<file path="src/rtl/reg_b_pkg.sv">
// Shared datapath constants for the controller's holding registers.
// Sibling registers (A, B, ...) take their default width and reset word
// from here so the datapath stays consistent in one place.
package reg_b_pkg;

    localparam int unsigned DATA_W = 16;

    typedef logic [DATA_W-1:0] dataWord_t;

    // Reset word for register B.
    localparam dataWord_t REG_B_RESET = 16'h0000;

endpackage : reg_b_pkg

</file>
<file path="src/rtl/reg_b.sv">
// reg_b: load-enabled holding register "B" for the controller datapath.
// Captures dataBin on a rising clk edge when loadB is high, otherwise holds.
// The stored word drives dataBout directly from the flops.
//
// Parameters:
//   WIDTH      data width in bits (default DATA_W from reg_b_pkg)
//   RESET_VAL  word forced by reset (default REG_B_RESET from reg_b_pkg)
// Ports:
//   clk       in   1      single clock, rising-edge
//   rst_n     in   1      asynchronous active-low reset
//   loadB     in   1      load enable, 1 = capture dataBin at next edge
//   dataBin   in   WIDTH  data to be stored
//   dataBout  out  WIDTH  registered contents
module reg_b
    import reg_b_pkg::*;
#(
    parameter int unsigned          WIDTH     = DATA_W,
    parameter logic [WIDTH-1:0]     RESET_VAL = WIDTH'(REG_B_RESET)
) (
    input  logic             clk,
    input  logic             rst_n,
    input  logic             loadB,
    input  logic [WIDTH-1:0] dataBin,
    output logic [WIDTH-1:0] dataBout
);

    // An unknown loadB does not satisfy the if, so the register holds.
    always_ff @(posedge clk or negedge rst_n) begin
        if (!rst_n) begin
            dataBout <= RESET_VAL;
        end else if (loadB) begin
            dataBout <= dataBin;
        end
    end

endmodule : reg_b

</file>
<file path="config.mk">
export PLATFORM = sky130hd
export DESIGN_NAME = reg_b
export DESIGN_NICKNAME = d
export VERILOG_FILES = /design/src/rtl/reg_b_pkg.sv /design/src/rtl/reg_b.sv
export SDC_FILE = /design/constraint.sdc
export NUM_CORES = 1
export LEC_CHECK = 0
export CORE_UTILIZATION = 37
export DETAILED_ROUTE_END_ITERATION = 12
export GPL_ROUTABILITY_DRIVEN = 0
export PLACE_DENSITY_LB_ADDON = 0.1
export SETUP_SLACK_MARGIN = 0.15
export SLEW_MARGIN = 20
export SYNTH_ARGS = -nofsm -noshare
export SYNTH_HDL_FRONTEND = slang
export SYNTH_SLANG_ARGS = --single-unit
</file>
<file path="constraint.sdc">
create_clock -name clk -period 0.9 [get_ports clk]
set_input_delay 0.18 -clock clk [delete_from_list [all_inputs] [get_ports clk]]
set_output_delay 0.18 -clock clk [all_outputs]
set_load 0.005 [all_outputs]
</file>
# Word level (Yosys, flattened, before mapping)
# Index checks and enable logic that the tools add are counted.
# word_totals
memories	0
register_bits	16
elab_cells	1
romBits	0
inputBits	19
out_inout_bits	16
ramBits	0
latchBits	0
# op_classes
n_bitwise	0
div_mod_pow	0
shift	0
order_cmp	0
multipliers	0
reduce_logical	0
addsub	0
muxes	0
eq_ne	0

# Logic depth before layout (Yosys ltp)
# Gate-level depths: netlist of the first run.
# depth
word_depth	0
ltp_mapped	3
ltp_nobuf	1

# Worst setup path after synthesis of the first run
# Ideal clock, no wire load.
# synth_path
path_type	input port to flip-flop
startpoint	input port loadB
endpoint	register dataBout[10]
arrival_ns	0.716
setup_slack_ns	0.058
path_buffers	2
t_required_ns	0.775
setup_time_ns	0.125
stages	3
cell_sequence	buf_6 buf_12 mux2_4
# synth_rtl
item	line_no	rtl
from (decl)	reg_b.sv:22	input logic loadB,
to (signal assigned)	reg_b.sv:32	dataBout <= dataBin;
to (decl)	reg_b.sv:24	output logic [WIDTH-1:0] dataBout
# No word-level cell between the ends.

==> results_dict.tcl, run 1 <==
set metrics [dict create \
    die_w_um 43.9 \
    tightest_slew_ns 0.146 \
    crit_path_frequent_cell "buf_6" \
    root_buffer "clkbuf_4" \
    worstSkewPairLatency_ns 0.27 \
    portBuffers 34 \
    critPathCapture "dataBout[11]" \
    fin_ws_ns -0.0873 \
    firstDrtPassIters 5 \
    critPathSlowestCell "dfrtp_1" \
    synth_common_cells "16 x dfrtp_1, 10 x mux2_4, 6 x mux2_2, 1 x buf_12, 1 x buf_6" \
    p_leak_uw 0.000551 \
    antenna_cells 0 \
    cp_max_fo 2 \
    end_kind "register" \
    syn_area_per_cell_um2 19.1 \
    seq_power_share_pct 47.7 \
    grt_pass1_vias 479 \
    synth.area.top_cells "dfrtp_1 62%, mux2_4 23%, mux2_2 10%, buf_12 3.1%, buf_6 1.7%" \
    internal_power_uw 1360 \
    largestRegisters "dataBout (16)" \
    p_comb_share_pct 25.7 \
    cts_tree "done" \
    clock_skew_ns 0 \
    r2r-end "dataBout[11]" \
    grt_max_degree 17 \
    worstPathRequired_ns 1.06 \
    pre_cts_slack_ns -0.443 \
    crit_path_max_incr_delay_ns 0.40 \
    h-tree-depth 1 \
    cp-start-kind "register" \
    hold_class "primary input to async pin" \
    wl_per_cell_um 14.4 \
    synth-warning-count 0 \
    ys_ff_latch 16 \
    fin_util_pct 72.0 \
    async_flop_share_pct 100 \
    power.switching_uw 382 \
    io_pins 35 \
    route.vias.total 469 \
    grt_pass1_wl_um 2280 \
    cts_buffers 3 \
    drc 0 \
    holdWs_ns 0.228 \
    synth_area_leader_cell "dfrtp_1" \
    synth_top_area_share_pct 61.7 \
    cts.sinks 16 \
    setup.worst_path.start "dataBout[11]" \
    power_uw 1740 \
    nFillCells 114 \
    ys_seq_area_share_pct 61.7 \
    largest_reg_flops 16 \
    status "finished with violations" \
    pwr-share-clk_pct 26.6 \
    finalNonFillerCells 101 \
    hold_violations 0 \
    crit_chain "buf_6, buf_6, mux2_4" \
    vias_per_cell 4.64 \
    drt_iter0_drc 6 \
    nets 105 \
    crit_buf_inv 2 \
    grtUsageTotal_pct 16.8 \
    synth_ff_type "dfrtp_1" \
    largest_register "dataBout" \
    synth_edf_count 0 \
    initial_core_util_pct 41.2 \
    path_class "register to register" \
    drv_cap 0 \
    path_depth 3 \
    die_area_mm2 0.00193 \
    synthCells 34 \
    reg2reg_slack_ns -0.09 \
    violations "negative setup slack" \
    final.min_clock_period_ns 0.987 \
    rr_worst_depth 3 \
    path_clk_slew_ns 0.10 \
    synth_cell_types 5 \
    areaGrowthSynthToFinish_pct 74.8 \
    drt_wl_total_um 1460 \
    power_density_mw_per_mm2 1540 \
    syn-cell-area_um2 649 \
    die_h_um 43.9 \
    fmax_mhz 1010 \
    crit_family "flip-flops" \
    worstReg2RegStart "dataBout[11]" \
    synth.most_common_cell "dfrtp_1" \
    arrival_ns 1.15 \
    syn_nets 53 \
    design.core.area_mm2 0.00158 \
    drtAntennaViolNets 0 \
    drive_gt1_share_pct 61.2 \
    antenna_found_initial 0 \
    rsz0062_at_grt "yes" \
    cts.path.max_buffers 2 \
    peakVddDrop_mv 1.00 \
    std_cell_rows 14 \
    overflow 0 \
    setup_viol 21 \
    max-slew-margin-rel_pct 90.3 \
    slew_violations 0 \
    period_share_pct 110 \
    place_inst 90 \
    p_sw_share_pct 21.9 \
]
power groups by stage:
stage	sequential (uW)	clock, uW	combinational [uW]
2_1_floorplan	847	0	131
3_3_place_gp	842	0	424
3_5_place_dp	845	0	432
4_1_cts	832	475	453
5_1_grt	839	495	480
6_report	831	463	449
kinds of logic after synthesis:
logic type / synth area share, %
flip-flops: 61.7
buffers and inverters: 4.82
multiplexers: 33.5
metrics by stage:
step / TNS, ns / area, um2
6_report: -1.55 / 1130
5_1_grt: -2.17 / 1130
4_1_cts: -1.69 / 1130
3_5_place_dp: -8.36 / 1060
3_3_place_gp: -8.11 / 1060
2_1_floorplan: 0 / 653
cell usage in the layout (no fill, tap or decap):
cell type | netlist | routed
clkbuf_8 | 0 | 1
mux2_2 | 6 | 6
buf_12 | 1 | 2
clkdlybuf4s15_2 | 0 | 1
buf_6 | 1 | 11
buf_4 | 0 | 1
buf_16 | 0 | 1
mux2_4 | 10 | 10
buf_2 | 0 | 16
dfrtp_1 | 16 | 16
clkdlybuf4s50_1 | 0 | 17
clkbuf_4 | 0 | 3
repair_timing:
| action | 4_1_cts | 5_1_grt |
|---|---|---|
| gates resized for setup | 79 | 0 |
| setup buffers | 6 | 0 |
| hold buffers | 0 | 0 |
| gates cloned | 1 | 0 |
| endpoints found under the setup margin | 32 | 32 |
how the worst min path moves through the flow:
| stage | startpoint | to | slack, ns | depth (start not counted) |
|---|---|---|---|---|
| 5_1_grt | rst_n | dataBout[5] | 0.23 | 2 |
| 4_1_cts | rst_n | dataBout[5] | 0.23 | 2 |
| 2_1_floorplan | rst_n | dataBout[0] | -0.12 | 0 |
| 3_3_place_gp | dataBout[3] | dataBout[3] | 0.49 | 1 |
| 6_report | rst_n | dataBout[8] | 0.23 | 2 |
| 3_5_place_dp | dataBout[1] | dataBout[1] | 0.50 | 1 |
metal layers:
| metal | wire length, um | track usage, % | vias to the layer above | part of all wire (%) |
|---|---|---|---|---|
| met2 | 765 | 29.3 | 17 | 53 |
| met1 | 596 | 21.0 | 231 | 41 |
| met5 | 0 | 0 | - | 0 |
| met3 | 79 | 3.33 | 2 | 5.4 |
| li1 | - | - | 219 | - |
| met4 | 14 | 5.45 | 0 | 0.96 |
final cells by class:
| cell class | count | area (um2) | area share, % |
|---|---|---|---|
| repair buffers | 49 | 460 | 40.6 |
| flip-flops and latches | 16 | 400 | 35.3 |
| multi-input cells | 16 | 218 | 19.2 |
| clock buffers | 4 | 36.3 | 3.20 |
| well taps | 16 | 20.0 | 1.76 |
No activity file was read; power rests on OpenSTA's default activity.
==> run 2, diff against run 1 <==
--- a/config.mk
+++ b/config.mk
@@ -5,7 +5,10 @@
 export SDC_FILE = /design/constraint.sdc
 export NUM_CORES = 1
 export LEC_CHECK = 0
-export CORE_UTILIZATION = 37
+export ABC_AREA = 1
+export CELL_PAD_IN_SITES_DETAIL_PLACEMENT = 0
+export CELL_PAD_IN_SITES_GLOBAL_PLACEMENT = 1
+export CORE_UTILIZATION = 26
 export DETAILED_ROUTE_END_ITERATION = 12
 export GPL_ROUTABILITY_DRIVEN = 0
 export PLACE_DENSITY_LB_ADDON = 0.1
==> run 2 against run 1 <==
The run still ends with negative setup slack left. Die area up 39%. Non-clock buffer count shrank 2. Utilization shrank 26 points. Combinational power decreased by 25%. Worst setup slack better by 0.0028 ns. First-iteration DRC count shrank 83%. Synthesized cell count grew 100%. Hold slack got worse by 0.0029 ns. Sequential cell count did not move. Clock power rose by 0.9%. Maximum frequency is 0.29% higher. Final cell count grew 43%.
==> results_dict.tcl, run 2 <==
set metrics [dict create \
    r2r-end "dataBout[6]" \
    design.core.area_mm2 0.00228 \
    synth_edf_count 0 \
    slew_violations 0 \
    synth_compound_area_share_pct 0 \
    violations "negative setup slack" \
    synth_ff_type "dfrtp_1" \
    root_buffer "clkbuf_4" \
    cp-start-kind "register" \
    die_h_um 51.8 \
    pre_cts_slack_ns -0.281 \
    synth_cell_types 6 \
    rsz0062_at_grt "yes" \
    seq_power_share_pct 50.3 \
    postPlaceCellArea_mm2 0.00106 \
    fin_ws_ns -0.0845 \
    antenna_found_initial 0 \
    clock_skew_ns 0 \
    p_sw_share_pct 23.5 \
    finalNonFillerCells 144 \
    synth_top_family_by_area "simple AND/OR/NAND/NOR gates" \
    dp_hpwl_um 996 \
    layout_common_cells "43 x nand2_1, 17 x clkdlybuf4s50_1, 16 x dfrtp_1, 16 x buf_2, 8 x buf_4" \
    crit_path_max_incr_delay_ns 0.40 \
    p_comb_share_pct 20.8 \
    syn_area_per_cell_um2 9.48 \
    firstDrtPassIters 2 \
    worstReg2RegStart "dataBout[6]" \
    synth_top_area_share_pct 62.1 \
    cts_tree "done" \
    power_uw 1620 \
    std_cell_rows 17 \
    die_w_um 51.8 \
    place_inst 136 \
    period_share_pct 109 \
    rr_worst_depth 5 \
    synth_area_leader_cell "dfrtp_1" \
    route.vias.total 567 \
    tightest_slew_ns 0.224 \
    path_depth 1 \
    drtAntennaViolNets 0 \
    reg2reg_slack_ns 0.01 \
    io_pins 35 \
    areaGrowthSynthToFinish_pct 64.1 \
    hold_violations 0 \
    async_flop_share_pct 100 \
    initial_core_util_pct 28.3 \
    status "finished with violations" \
    critPathSlowestCell "dfrtp_1" \
    drv_cap 0 \
    drc 0 \
    drt_iter0_drc 1 \
    final.min_clock_period_ns 0.985 \
    cp_max_fo 2 \
    nets 136 \
    layout_commonest_cell "nand2_1" \
    cts.path.max_buffers 2 \
    overflow 0 \
    internal_power_uw 1240 \
    grt_max_degree 17 \
    synthCells 68 \
    portBuffers 34 \
    grtUsageTotal_pct 11.9 \
    synthMuxAreaShare_pct 0 \
    syn_nets 87 \
    crit_chain "buf_2" \
    worstSkewPairLatency_ns 0.28 \
    crit_buf_inv 1 \
    drt_wl_total_um 1420 \
    cts.sinks 16 \
    max-slew-margin-rel_pct 85.1 \
    p_leak_uw 0.000575 \
    die_area_mm2 0.00268 \
    setup.worst_path.start "dataBout[9]" \
    power_density_mw_per_mm2 1530 \
    wl_per_cell_um 9.89 \
    hold_class "primary input to async pin" \
    power.switching_uw 381 \
    largestRegisters "dataBout (16)" \
    synthAdderAreaFrac_pct 0 \
    synth.area.top_cells "dfrtp_1 62%, nand2_1 25%, nand2_2 4.9%, buf_6 3.5%, buf_12 3.1%" \
    path_class "register to output pin" \
    peakVddDrop_mv 0.791 \
    syn-cell-area_um2 644 \
    worstPathRequired_ns 0.72 \
    ys_ff_latch 16 \
    fmax_mhz 1020 \
    drive_gt1_share_pct 33.6 \
    grt_pass1_vias 515 \
    synth-warning-count 0 \
    h-tree-depth 1 \
    path_clk_slew_ns 0.09 \
    yosys.area_share.simple_pct 29.9 \
    crit_family "flip-flops" \
    antenna_cells 0 \
    largest_register "dataBout" \
    ys_seq_area_share_pct 62.1 \
    arrival_ns 0.80 \
    cts_buffers 3 \
    synth.most_common_cell "nand2_1" \
    vias_per_cell 3.94 \
    setup_viol 16 \
    synth_common_cells "43 x nand2_1, 16 x dfrtp_1, 5 x nand2_2, 2 x buf_6" \
    end_kind "output pin" \
    largest_reg_flops 16 \
    grt_pass1_wl_um 2260 \
    pwr-share-clk_pct 28.9 \
    synth_xor_area_share_pct 0 \
    final_area_mm2 0.00106 \
]
## run 2: cell types whose count changed in the layout (fill, tap and decap cells not counted), sizes merged
cell,delta
nand2,+48
mux2,-16
buf,-2
clkdlybuf4s15,-1
dlygate4sd2,+1
inv,+1
## run 2: stage by stage
step	utilization, %	TNS, ns	hold slack (ns)
detailed placement	46.5	-5.68	0.461
global placement	46.5	-5.44	0.458
floorplan	-	0	-0.116
global route	46.5	-1.95	0.206
CTS	45.3	-1.44	0.218
finish	46.5	-1.19	0.225
## run 2: layer usage
layer	GRT usage [%]	wire length (um)	part of all wire, %	vias up
li1	-	-	-	297
met1	13.5	610	43	248
met2	19.5	684	48	18
met3	2.92	94	6.6	4
met4	8.11	34	2.4	0
met5	0	0	0	-
## run 2: cell families after synthesis
group | count (synthesis)
DFF | 16
buffers and inverters | 4
and+or+nand+nor | 48
## run 2: area by class of cell
type                    count  area (um2)
well taps                  28        35.0
flip-flops and latches     16         400
clock buffers               4        36.3
repair buffers             47         384
inverters                   1        8.76
fillers                   248        1220
multi-input cells          48         193
## run 2: power groups by stage
stage	sequential, uW	combinational, uW	clock (uW)
CTS	814	326	493
finish	814	337	467
detailed placement	829	374	0
floorplan	838	97.5	0
global route	820	372	538
global placement	829	372	0
## run 2: how the worst max path moves through the flow
stage,endpoint
global route,dataBout[7]
global placement,dataBout[9]
CTS,dataBout[7]
floorplan,dataBout[10]
finish,dataBout[9]
detailed placement,dataBout[9]
## run 2: timing repair
action / 4_1_cts / 5_1_grt
pin swaps: 1 / 1
hold buffers: 0 / 0
resized for setup: 68 / 1
buffers inserted: 1 / 3
setup endpoints to repair: 32 / 17
endpoints found under the hold margin: 0 / 0
